`config.mk`:
```
export PLATFORM = sky130hd
export DESIGN_NAME = data_mem_arbiter
export DESIGN_NICKNAME = d
export VERILOG_FILES = /design/src/rtl/data_mem_arb_pkg.sv /design/src/rtl/data_mem_arbiter_mem_req_check.sv /design/src/rtl/data_mem_arbiter.sv
export SDC_FILE = /design/constraint.sdc
export NUM_CORES = 1
export LEC_CHECK = 0
export CELL_PAD_IN_SITES_DETAIL_PLACEMENT = 2
export CELL_PAD_IN_SITES_GLOBAL_PLACEMENT = 2
export CORE_MARGIN = 1
export CORE_UTILIZATION = 24
export CTS_CLUSTER_DIAMETER = 30
export DETAILED_ROUTE_END_ITERATION = 8
export GPL_TIMING_DRIVEN = 0
export PLACE_DENSITY_LB_ADDON = 0.12
export SYNTH_ARGS = -nofsm -noshare
export SYNTH_HDL_FRONTEND = slang
export SYNTH_HIERARCHICAL = 1
export SYNTH_SLANG_ARGS = --single-unit
```
`constraint.sdc`:
```
create_clock -name clk -period 4.7 [get_ports clk]
set_input_delay 0.94 -clock clk [delete_from_list [all_inputs] [get_ports clk]]
set_output_delay 0.94 -clock clk [all_outputs]
set_load 0.02 [all_outputs]
```
`src/rtl/data_mem_arb_pkg.sv`:
```
// Shared types and constants for the two-port data memory arbiter.
package data_mem_arb_pkg;

  localparam int unsigned ADDR_W       = 32;
  localparam int unsigned DATA_W       = 32;
  localparam int unsigned OP_W         = 4;
  localparam int unsigned NUM_PORTS    = 2;
  // Data memory spans 2**ADDR_LIMIT_W bytes; any higher address bit set is an error.
  localparam int unsigned ADDR_LIMIT_W = 10;

  // Memory op encoding: {read, type[2:0]}
  localparam logic [OP_W-1:0] OP_IDLE = 4'b0000;
  localparam logic [OP_W-1:0] OP_LB   = 4'b1000;
  localparam logic [OP_W-1:0] OP_LBU  = 4'b1001;
  localparam logic [OP_W-1:0] OP_LH   = 4'b1010;
  localparam logic [OP_W-1:0] OP_LHU  = 4'b1011;
  localparam logic [OP_W-1:0] OP_LW   = 4'b1100;
  localparam logic [OP_W-1:0] OP_SB   = 4'b0101;
  localparam logic [OP_W-1:0] OP_SH   = 4'b0110;
  localparam logic [OP_W-1:0] OP_SW   = 4'b0111;

  typedef enum logic [1:0] {
    ST_IDLE   = 2'd0,
    ST_ACCESS = 2'd1,
    ST_RESP   = 2'd2
  } arb_state_t;

  // Request captured at accept time; the requester may drop its inputs afterwards.
  typedef struct packed {
    logic [ADDR_W-1:0] addr;
    logic [DATA_W-1:0] wdata;
    logic [OP_W-1:0]   op;
    logic              port;
    logic              err;
  } arb_req_t;

  function automatic logic op_is_load(input logic [OP_W-1:0] op);
    return op[OP_W-1];
  endfunction

  function automatic logic op_is_legal(input logic [OP_W-1:0] op);
    return (op == OP_LB) || (op == OP_LBU) || (op == OP_LH) || (op == OP_LHU) ||
           (op == OP_LW) || (op == OP_SB)  || (op == OP_SH) || (op == OP_SW);
  endfunction

  function automatic logic op_is_half(input logic [OP_W-1:0] op);
    return (op == OP_LH) || (op == OP_LHU) || (op == OP_SH);
  endfunction

  function automatic logic op_is_word(input logic [OP_W-1:0] op);
    return (op == OP_LW) || (op == OP_SW);
  endfunction

endpackage

```
`src/rtl/data_mem_arbiter_mem_req_check.sv`:
```
// Combinational legality check for one memory request (op, range, alignment).
module mem_req_check
  import data_mem_arb_pkg::*;
(
  input  logic [OP_W-1:0]   op,
  input  logic [ADDR_W-1:0] addr,
  output logic              err_c
);

  logic illegal_op;
  logic out_of_range;
  logic half_misaligned;
  logic word_misaligned;

  // Any one of the four conditions rejects the request.
  always_comb begin
    illegal_op      = !op_is_legal(op);
    out_of_range    = |addr[ADDR_W-1:ADDR_LIMIT_W];
    half_misaligned = op_is_half(op) && addr[0];
    word_misaligned = op_is_word(op) && (|addr[1:0]);
    err_c           = illegal_op || out_of_range || half_misaligned || word_misaligned;
  end

endmodule

```
`src/rtl/data_mem_arbiter.sv`:
```
// Two-port arbiter in front of a single combinational-read data memory.
// One transaction at a time: accept (IDLE) -> memory access (ACCESS) -> response (RESP).
module data_mem_arbiter
  import data_mem_arb_pkg::*;
#(
  parameter int unsigned PRIO_MODE = 0
) (
  input  logic                                clk,
  input  logic                                rst,
  input  logic [NUM_PORTS-1:0]                req_valid,
  input  logic [NUM_PORTS-1:0][ADDR_W-1:0]    req_addr,
  input  logic [NUM_PORTS-1:0][DATA_W-1:0]    req_wdata,
  input  logic [NUM_PORTS-1:0][OP_W-1:0]      req_op,
  output logic [NUM_PORTS-1:0]                req_ready,
  output logic [NUM_PORTS-1:0]                rsp_valid,
  output logic [DATA_W-1:0]                   rsp_rdata,
  output logic                                rsp_err,
  output logic [ADDR_W-1:0]                   mem_address,
  output logic [DATA_W-1:0]                   mem_wdata,
  output logic [OP_W-1:0]                     mem_op,
  input  logic [DATA_W-1:0]                   mem_rdata
);

  arb_state_t          state_q;
  arb_state_t          state_d;
  arb_req_t            req_q;
  arb_req_t            win_req_c;
  logic                last_grant_q;
  logic [NUM_PORTS-1:0] grant_c;
  logic                win_port_c;
  logic                accept_c;
  logic                check_err_c;
  logic [DATA_W-1:0]   load_data_c;

  // Pick a winner among valid ports: fixed priority or alternate on ties.
  always_comb begin
    grant_c = '0;
    if (PRIO_MODE != 0) begin
      if (req_valid[0])      grant_c = 2'b01;
      else if (req_valid[1]) grant_c = 2'b10;
    end else begin
      case (req_valid)
        2'b01:   grant_c = 2'b01;
        2'b10:   grant_c = 2'b10;
        2'b11:   grant_c = last_grant_q ? 2'b01 : 2'b10;
        default: grant_c = '0;
      endcase
    end
    win_port_c = grant_c[1];
  end

  // Winner's request, muxed once so a single checker serves both ports.
  mem_req_check u_check (
    .op    (req_op[win_port_c]),
    .addr  (req_addr[win_port_c]),
    .err_c (check_err_c)
  );

  // Assemble the request image that gets latched on accept.
  always_comb begin
    win_req_c.addr  = req_addr[win_port_c];
    win_req_c.wdata = req_wdata[win_port_c];
    win_req_c.op    = req_op[win_port_c];
    win_req_c.port  = win_port_c;
    win_req_c.err   = check_err_c;
  end

  // State register.
  always_ff @(posedge clk or posedge rst) begin
    if (rst) state_q <= ST_IDLE;
    else     state_q <= state_d;
  end

  // Next state and handshake; ready is held low while reset is asserted.
  always_comb begin
    state_d   = state_q;
    req_ready = '0;
    accept_c  = 1'b0;
    case (state_q)
      ST_IDLE: begin
        if ((|grant_c) && !rst) begin
          req_ready = grant_c;
          accept_c  = 1'b1;
          state_d   = ST_ACCESS;
        end
      end
      ST_ACCESS: state_d = ST_RESP;
      ST_RESP:   state_d = ST_IDLE;
      default:   state_d = ST_IDLE;
    endcase
  end

  // Loads return memory data; stores and rejected requests return zero.
  always_comb begin
    load_data_c = '0;
    if (!req_q.err && op_is_load(req_q.op)) load_data_c = mem_rdata;
  end

  // Request latch, memory strobe, response strobe and round-robin pointer.
  always_ff @(posedge clk or posedge rst) begin
    if (rst) begin
      req_q        <= '0;
      mem_op       <= OP_IDLE;
      rsp_valid    <= '0;
      rsp_rdata    <= '0;
      rsp_err      <= 1'b0;
      last_grant_q <= 1'b1;
    end else begin
      rsp_valid <= '0;
      rsp_rdata <= '0;
      rsp_err   <= 1'b0;
      if (accept_c) begin
        req_q        <= win_req_c;
        mem_op       <= check_err_c ? OP_IDLE : win_req_c.op;
        last_grant_q <= win_port_c;
      end
      if (state_q == ST_ACCESS) begin
        mem_op    <= OP_IDLE;
        rsp_valid <= req_q.port ? 2'b10 : 2'b01;
        rsp_err   <= req_q.err;
        rsp_rdata <= load_data_c;
      end
    end
  end

  // Address and store data stay parked on the latched values between accesses.
  assign mem_address = req_q.addr;
  assign mem_wdata   = req_q.wdata;

endmodule

```
Word-level counts from Yosys, hierarchy flattened
Index checks and enable logic that the tools add are counted.
Widths: inputs -> output; s select.

cells by class
  muxes and demuxes = 22
  reduce and logical (&&, ||, !) cells = 25
  equality and inequality tests = 13
  $lt $le $gt $ge = 1

operator list
  cell                count
  $mux 32             6
  $reduce_or 22->1    1
  $eq 4x4->1 const B  5
  $mux 4              5
  $logic_or 1x1->1    13
  $eq 4x3->1 const B  3
  $mux 2              6
  $pmux 2 s3          1
  $eq 2x1->1 const B  2
  $eq 2x2->1 const B  2
  $logic_and 1x1->1   4
  $pmux 2 s2          1
  $reduce_or 2->1     2
  $logic_not 1->1     3
  $mux 1              3
  $logic_not 2->1     1
  $lt 1x2->1 const B  1
  $ne 2x2->1 const B  1
  $reduce_bool 2->1   1

storage, ports and cells
  logic and storage cells = 72
  register bits after elaboration = 112

Logic depth before layout (Yosys ltp)
Gate-level depths: netlist of the first run.

  depth after elaboration = 19
  mapped depth = 11
  mapped depth without buffers = 9

Cells and area by module
Netlist of the first run, hierarchy kept.

by module, submodules not included
  module            times used  area each (um^2)  cells each
  data_mem_arbiter  1           5210.0            392
  mem_req_check     1           98.8              15

Worst setup path before layout of the first run
OpenSTA, ideal clock, no wires.

  path kind = input-to-reg
  start = input port req_valid[1]
  end = register mem_op[0]
  arrival time = 3113 ps
  data required time = 4618 ps
  stages on the path = 8
  setup slack = 1504 ps
  setup time = 82 ps
  buffers on the path = 1
  cell sequence = a21boi_2 > buf_2 > mux2_2 > or4_1 > nor4_2 > nand2_1 > or3_1 > o22ai_1

RTL lines
  element               RTL line                 text
  start, declared       data_mem_arbiter.sv:10   input logic [NUM_PORTS-1:0] req_valid,
  end signal, assigned  data_mem_arbiter.sv:114  mem_op <= check_err_c ? OP_IDLE : win_req_c.op;
  end, declared         data_mem_arbiter.sv:20   output logic [OP_W-1:0] mem_op,

Worst setup path in the final report of the first run
  start = input port req_valid[1]
  end = output port req_ready[1]

between the ends
  longest elaborated chain between the ends = 6
  elaborated cells between the ends (all ways) = 8
  those cells by class = eq/ne: 3; mux: 3; reduce/logical: 2

ends and longest elaborated chain
  element                                   RTL line                text
  $eq 2x2->1 or $eq 2x1->1 (tied branches)  data_mem_arbiter.sv:42  case (req_valid)
  $pmux 2 s3 (*)                            data_mem_arbiter.sv:42
  $reduce_or 2->1                           data_mem_arbiter.sv:81  if ((|grant_c) && !rst) begin
  $logic_and 1x1->1                         data_mem_arbiter.sv:81
  $mux 2 (*)                                data_mem_arbiter.sv:81
  $mux 2 (*)                                data_mem_arbiter.sv:79  case (state_q)
  end, declared                             data_mem_arbiter.sv:14  output logic [NUM_PORTS-1:0] req_ready,

Mark *: on every way between the ends. The rest lies on a longest branch, timed or not.

==> results of run 1 <==
## sequential cells by signal (all words and copies together) (netlist names)
register and count:
mem_address 32, mem_wdata 32, rsp_rdata 32, mem_op 4, req_q 3, rsp_valid 2, state_q 2, last_grant_q 1
rsp_err 1
## cell families after synthesis
logic type	share of synthesized area, %
muxes	28.1
DFF	51.4
AOI/OAI and AO/OA	2.17
buffers and inverters	11.9
and+or+nand+nor	6.41
## report_power, final
group	switching, µW	leakage (µW)	internal (µW)
combinational	573	0.00217	864
clock	368	0.000140	379
sequential	98.0	0.00136	1120
## final timing paths
check,start,endpoint,slack (ns),cells after the start
max in group asynchronous,rst,last_grant_q,2.97,3
worst max register to register,last_grant_q,mem_op[0],1.49,9
worst max-delay path,req_valid[1],req_ready[1],0.57,6
worst min register to register,req_q[1],rsp_valid[0],0.47,1
worst min-delay path,req_q[1],rsp_valid[0],0.47,1
min in group asynchronous,rst,mem_wdata[9],1.01,2
## routing by layer
layer	vias to the layer above	global-route usage (%)
li1	1902	-
met1	2041	15.9
met2	146	28.5
met3	16	4.33
met4	0	5.25
met5	-	0
## per-stage QoR
step / std cells / power (µW) / util [%] / instance area (µm²) / setup WS [ns]
floorplan: 407 / 2060 / - / 5310 / 0.888
global placement: 963 / 2660 / 38.7 / 8420 / -1.05
detailed placement: 964 / 2710 / 38.9 / 8450 / 0.115
CTS: 980 / 3480 / 40.2 / 8740 / 0.483
global route: 980 / 3600 / 40.2 / 8740 / 0.356
finish: 980 / 3410 / 40.2 / 8740 / 0.571
## critical path: stages
cell	delay, ns
clkdlybuf4s50_1	0.56
a21boi_2	0.46
buf_6	0.23
buf_6	0.19
and2_1	0.17
clkdlybuf4s50_1	0.63
## layout by cell type (no fill, tap or decap), types with 2 or more instances in the layout
| cell type | synthesis | final |
|---|---|---|
| mux2i_1 | 4 | 4 |
| clkbuf_16 | 0 | 9 |
| dfrtp_1 | 108 | 108 |
| buf_4 | 69 | 69 |
| buf_2 | 7 | 7 |
| nand2_1 | 2 | 2 |
| clkbuf_1 | 3 | 3 |
| nor2b_1 | 3 | 3 |
| buf_6 | 2 | 2 |
| or3_1 | 2 | 2 |
| nor2_1 | 2 | 2 |
| nor4_1 | 4 | 4 |
| mux2_1 | 5 | 5 |
| and2_1 | 35 | 35 |
| clkinv_2 | 0 | 2 |
| a21oi_1 | 3 | 3 |
| o21ai_0 | 3 | 3 |
| clkdlybuf4s50_1 | 0 | 276 |
| mux2_2 | 124 | 124 |
| o22ai_1 | 5 | 5 |
| inv_1 | 11 | 10 |
| inv_6 | 0 | 4 |
## cell type report
cell class | instances | share of cell area (%)
Clock inverter | 6 | 0.501
Buffer | 81 | 6.72
Timing Repair Buffer | 277 | 31.9
Sequential cell | 109 | 31.2
Inverter | 12 | 0.573
Clock buffer | 10 | 2.74
Multi-Input combinational cell | 205 | 22.3
Tap cell | 280 | 4.01
==> summary.md, run 1 <==
| Metric | Value |
|---|---|
| Status | `complete, no violations` |
| Antenna-violating nets left | `0` |
| Number of I/O pins | `277` |
| Hold buffer count at CTS | `0` |
| CP Capture Type | `primary output` |
| Synthesized flop and latch total | `109` |
| Number of DRC markers in iteration 0 | `57` |
| CTS tree | `built` |
| Seq/Total Area, Yosys | `around half` |
| CTS clock-pin slew for the worst setup and hold paths | `~0.07 ns` |
| Fill cell count | `2226` |
| Final Cycle Share | `between 80% and 90%` |
| Bufs on Longest Clock Path | `2` |
| Multi-input logic area | `0.00195 mm²` |
| Static Leak | `0.00367 µW` |
| Largest net degree at the start of global routing | `90` |
| Ratio of cells with drive above 1 in the final layout | `between 30% and 40%` |
| Number of core rows | `54` |
| Yosys top cell area share | `50.9%` |
| Area contributors post-synth | `dfrtp_1 51%, mux2_2 26%, buf_4 9.8%` |
| First-pass DRT Iterations | `3` |
| H-tree depth | `3` |
| Worst slew pin tran | `roughly 0.47 ns` |
| Top cells by count, synth | `124 x mux2_2, 108 x dfrtp_1, 69 x buf_4` |
| Chip width | `between 150 and 200 µm` |
| Relative slew slack | `about 70%` |
| Final count of negative-setup-slack endpoints | `0` |
| Hold WS | `0.471 ns` |
| Overall routing resource usage | `15.2%` |
| Via count | `4105` |
| Initial core utilization | `24.4%` |
| Global-route wire length before repair | `25700 µm` |
| Die Y | `151 µm` |
| # nets final | `between 800 and 900` |
| WP data arrival | `~3.2 ns` |
| Max Cap Viol | `0` |
| Clock latency on the worst-skew pair | `0.36 ns` |
| HP Class | `reg2reg` |
| P per Cell Area | `390 mW/mm²` |
| Largest area contributor in the netlist | `dfrtp_1` |
| Met1 WL | `approximately 6000 µm` |
| Number of CTS-inserted buffers | `9` |
| Startpoint types | `primary input` |
| Final count of pins violating max slew | `0` |
| Antenna violations before repair | `0` |
| Main synth FF type | `dfrtp_1` |
| Syn-to-layout area delta | `64.6%` |
| Num Clock Sinks | `109` |
| Top-count cell post-synth | `mux2_2` |
| Post_cts resized | `0` |
| Via count of the first global-routing pass | `4677` |
| Max rail drop VDD | `0.175 mV` |
| WL per Instance | `approximately 17 µm` |
| Seq. cell area | `0.00273 mm²` |
| Grt total ovfl | `0` |
| Count of different cell masters after synthesis | `33` |
| Syn_area_per_cell | `13.0 µm²` |
| Max layer used | `met4` |
| Setup CP Type | `in2out` |
| DR WL met2 | `9130 µm` |
| Core Area | `0.0218 mm²` |
| Clock skew | `0.0154 ns` |
| # DRC | `0` |
| Total negative slack | `0 ns` |
| Buffers on Ports | `276` |
| Die area | `roughly 0.023 mm²` |
| Mapped Area | `0.00531 mm²` |
| Clock root buffer | `clkbuf_16` |
| Tmin final | `around 4.1 ns` |
| Synth Warn # | `6` |
| Synth Instances | `407` |
| Post-synth ARST share | `100%` |
| Number of setup buffers added after CTS | `0` |
| ANT cells | `0` |
| CP required | `3.76 ns` |
| Routed wire length | `16900 µm` |
| Critical path peak fanout | `10` |
| RD Place Congestion | `~0.7` |
| Routed wl met3 | `1290 µm` |
| Net Count, Synth | `579` |
| Peak Freq | `approximately 0.24 GHz` |
| Fin. Hold Viols | `0` |
| EDFF count, synth | `0` |
| DPL Wire Length | `13500 µm` |
| Via/cell ratio | `4.19` |
| RSZ-0062 raised after global routing | `false` |
Note: power is estimated with default switching activity, not from simulation.
==> run 2, diff against run 1 <==
- CORE_UTILIZATION: 24 -> 23
- SYNTH_HIERARCHICAL: 1 -> default
==> summary.md, run 2 <==
| Metric | Value |
|---|---|
| Status | `complete, but fails checks` |
| Failing checks | `DRC` |
| # nets final | `between 900 and 1000` |
| Overall routing resource usage | `~17%` |
| Grt total ovfl | `0` |
| CTS tree | `built` |
| Static Leak | `around 0.0038 µW` |
| Tmin final | `3.86 ns` |
| Max Cap Viol | `0` |
| Final Cycle Share | `82.2%` |
| Core Area | `0.0220 mm²` |
| Synthesized flop and latch total | `roughly 110` |
| Chip width | `152 µm` |
| P per Cell Area | `367 mW/mm²` |
| Slowest stage cell, crit path | `clkdlybuf4s50_1` |
| H-tree depth | `3` |
| Startpoint types | `primary input` |
| Max rail drop VDD | `approximately 0.2 mV` |
| Fin. Hold Viols | `0` |
| Syn-to-layout area delta | `66.4%` |
| Main synth FF type | `dfrtp_1` |
| Routed wire length | `about 19000 µm` |
| RD Place Congestion | `0.734` |
| Bufs on Longest Clock Path | `2` |
| Global-route wire length before repair | `29600 µm` |
| Non-filler instance count after layout | `1068` |
| Net Count, Synth | `between 600 and 700` |
| Number of setup buffers added after CTS | `0` |
| WL per Instance | `17.5 µm` |
| Clock root buffer | `clkbuf_16` |
| Most frequent cells in the layout | `276 x clkdlybuf4s50_1, 108 x dfrtp_1, 71 x o21ai_1` |
| Antenna violations before repair | `0` |
| Critical Path Most Common Cell | `clkdlybuf4s50_1` |
| RSZ-0062 raised after global routing | `false` |
| Initial core utilization | `about a quarter` |
| Commonest non-fill, non-tap cell in the layout | `clkdlybuf4s50_1` |
| Peak Freq | `0.259 GHz` |
| CP Capture Type | `primary output` |
| Yosys top cell area share | `51.9%` |
| Hold buffer count at CTS | `0` |
| Setup CP Type | `in2out` |
| DPL Wire Length | `15200 µm` |
| Final count of pins violating max slew | `0` |
| HP Class | `reg2reg` |
| Clock latency on the worst-skew pair | `0.35 ns` |
| Top-count cell post-synth | `dfrtp_1` |
| WP data arrival | `2.92 ns` |
| Number of CTS-inserted buffers | `9` |
| Die Y | `152 µm` |
| Number of core rows | `54` |
| Critical path, cell by cell | `clkdlybuf4s50_1 -> a21boi_2 -> buf_6 -> buf_4 -> and2_1 -> clkdlybuf4s50_1` |
| Die area | `0.0232 mm²` |
| Dpl cells | `1052` |
| Num Clock Sinks | `109` |
| Largest net degree at the start of global routing | `a little over 80` |
| Relative slew slack | `63.6%` |
| Post-synth ARST share | `100%` |
| Number of I/O pins | `277` |
| Syn_area_per_cell | `10.5 µm²` |
| Worst slew pin tran | `between 0.5 and 0.6 ns` |
| Final count of negative-setup-slack endpoints | `0` |
| Ratio of cells with drive above 1 in the final layout | `12.9%` |
| Slowest stage delay, CP | `0.65 ns` |
| Top cells by count, synth | `108 x dfrtp_1, 71 x o21ai_1, 68 x buf_4, 68 x mux2i_1, 66 x nand2_1` |
| Clock skew | `0.00867 ns` |
| Buffers on Ports | `about 280` |
| Antenna-violating nets left | `0` |
| Count of different cell masters after synthesis | `31` |
| Via count | `4570` |
| First-pass DRT Iterations | `6` |
| Number of DRC markers in iteration 0 | `95` |
| EDFF count, synth | `0` |
| CP required | `3.76 ns` |
| Post_cts resized | `0` |
| Synth Instances | `~500` |
| Via count of the first global-routing pass | `5302` |
| # DRC | `17` |
| Via/cell ratio | `4.28` |
| Mapped Area | `between 0.005 and 0.006 mm²` |
| CTS clock-pin slew for the worst setup and hold paths | `0.07 ns` |
| Largest area contributor in the netlist | `dfrtp_1` |
| ANT cells | `0` |
| Critical path peak fanout | `10` |
| Synth Warn # | `0` |
| Final core occ | `39.3%` |
| Seq/Total Area, Yosys | `52.5%` |
| Area contributors post-synth | `dfrtp_1 52%, mux2i_1 13%, buf_4 9.8%` |
run 2: logic make-up after synthesis:
| family | Yosys count | share of synthesized area, % |
|---|---|---|
| AOI/OAI and AO/OA | 81 | 8.25 |
| and+or+nand+nor | 144 | 14.2 |
| buffers and inverters | 93 | 12.0 |
| DFF | 109 | 52.5 |
| muxes | 68 | 13.1 |
run 2: per-stage QoR:
stage	hold slack [ns]	TNS, ns	setup WS (ns)	cell area [µm²]	power [µW]
after global routing	0.477	0	0.716	8650	3360
after global placement	0.448	-104.55	-0.974	8320	2380
final	0.462	0	0.835	8650	3180
after floorplan	0.418	0	0.888	5200	1830
after detailed placement	0.453	0	0.807	8350	2420
after CTS	0.470	0	0.793	8650	3240
run 2: metal layers:
layer	part of all wire [%]	global-route usage, %	up-vias	routed length (µm)
li1	-	-	2176	-
met5	0	0	-	0
met1	39	18.6	2237	7400
met3	7.8	5.66	11	1470
met2	52	30.0	146	9670
met4	1.1	4.23	0	204
run 2: area by class of cell:
| cell class | count | area, µm² |
|---|---|---|
| plain buffers | 90 | 612 |
| clock buffers | 9 | 225 |
| clock inverters | 7 | 81.3 |
| fillers | 2382 | 13400 |
| inverters | 3 | 16.3 |
| multi-input cells | 293 | 1850 |
| flip-flops and latches | 109 | 2730 |
| well taps | 280 | 350 |
| repair buffers | 277 | 2790 |
run 2: worst paths after layout:
path                               from         endpoint  slack (ns)  cells after the start
max reg2reg                last_grant_q         req_q[0]        2.98                      6
max                        req_valid[1]     req_ready[1]        0.84                      6
min reg2reg                    req_q[1]     rsp_valid[0]        0.46                      1
min in group asynchronous           rst  mem_address[25]        0.98                      2
max in group asynchronous           rst     mem_wdata[4]        3.01                      3
min                            req_q[1]     rsp_valid[0]        0.46                      1
run 2: where the power goes:
group / leakage (µW) / switching [µW] / total (µW) / internal [µW]
Sequential: 0.00140 / 80.2 / 1170 / 1090
Combinational: 0.00229 / 548 / 1210 / 662
Clock: 0.000141 / 376 / 797 / 422
run 2: worst max-delay path: cells and delay by family:
kind / cells / cell delay (ns)
buffers and inverters: 4 / 1.58
AOI/OAI and AO/OA: 1 / 0.19
and+or+nand+nor: 1 / 0.21
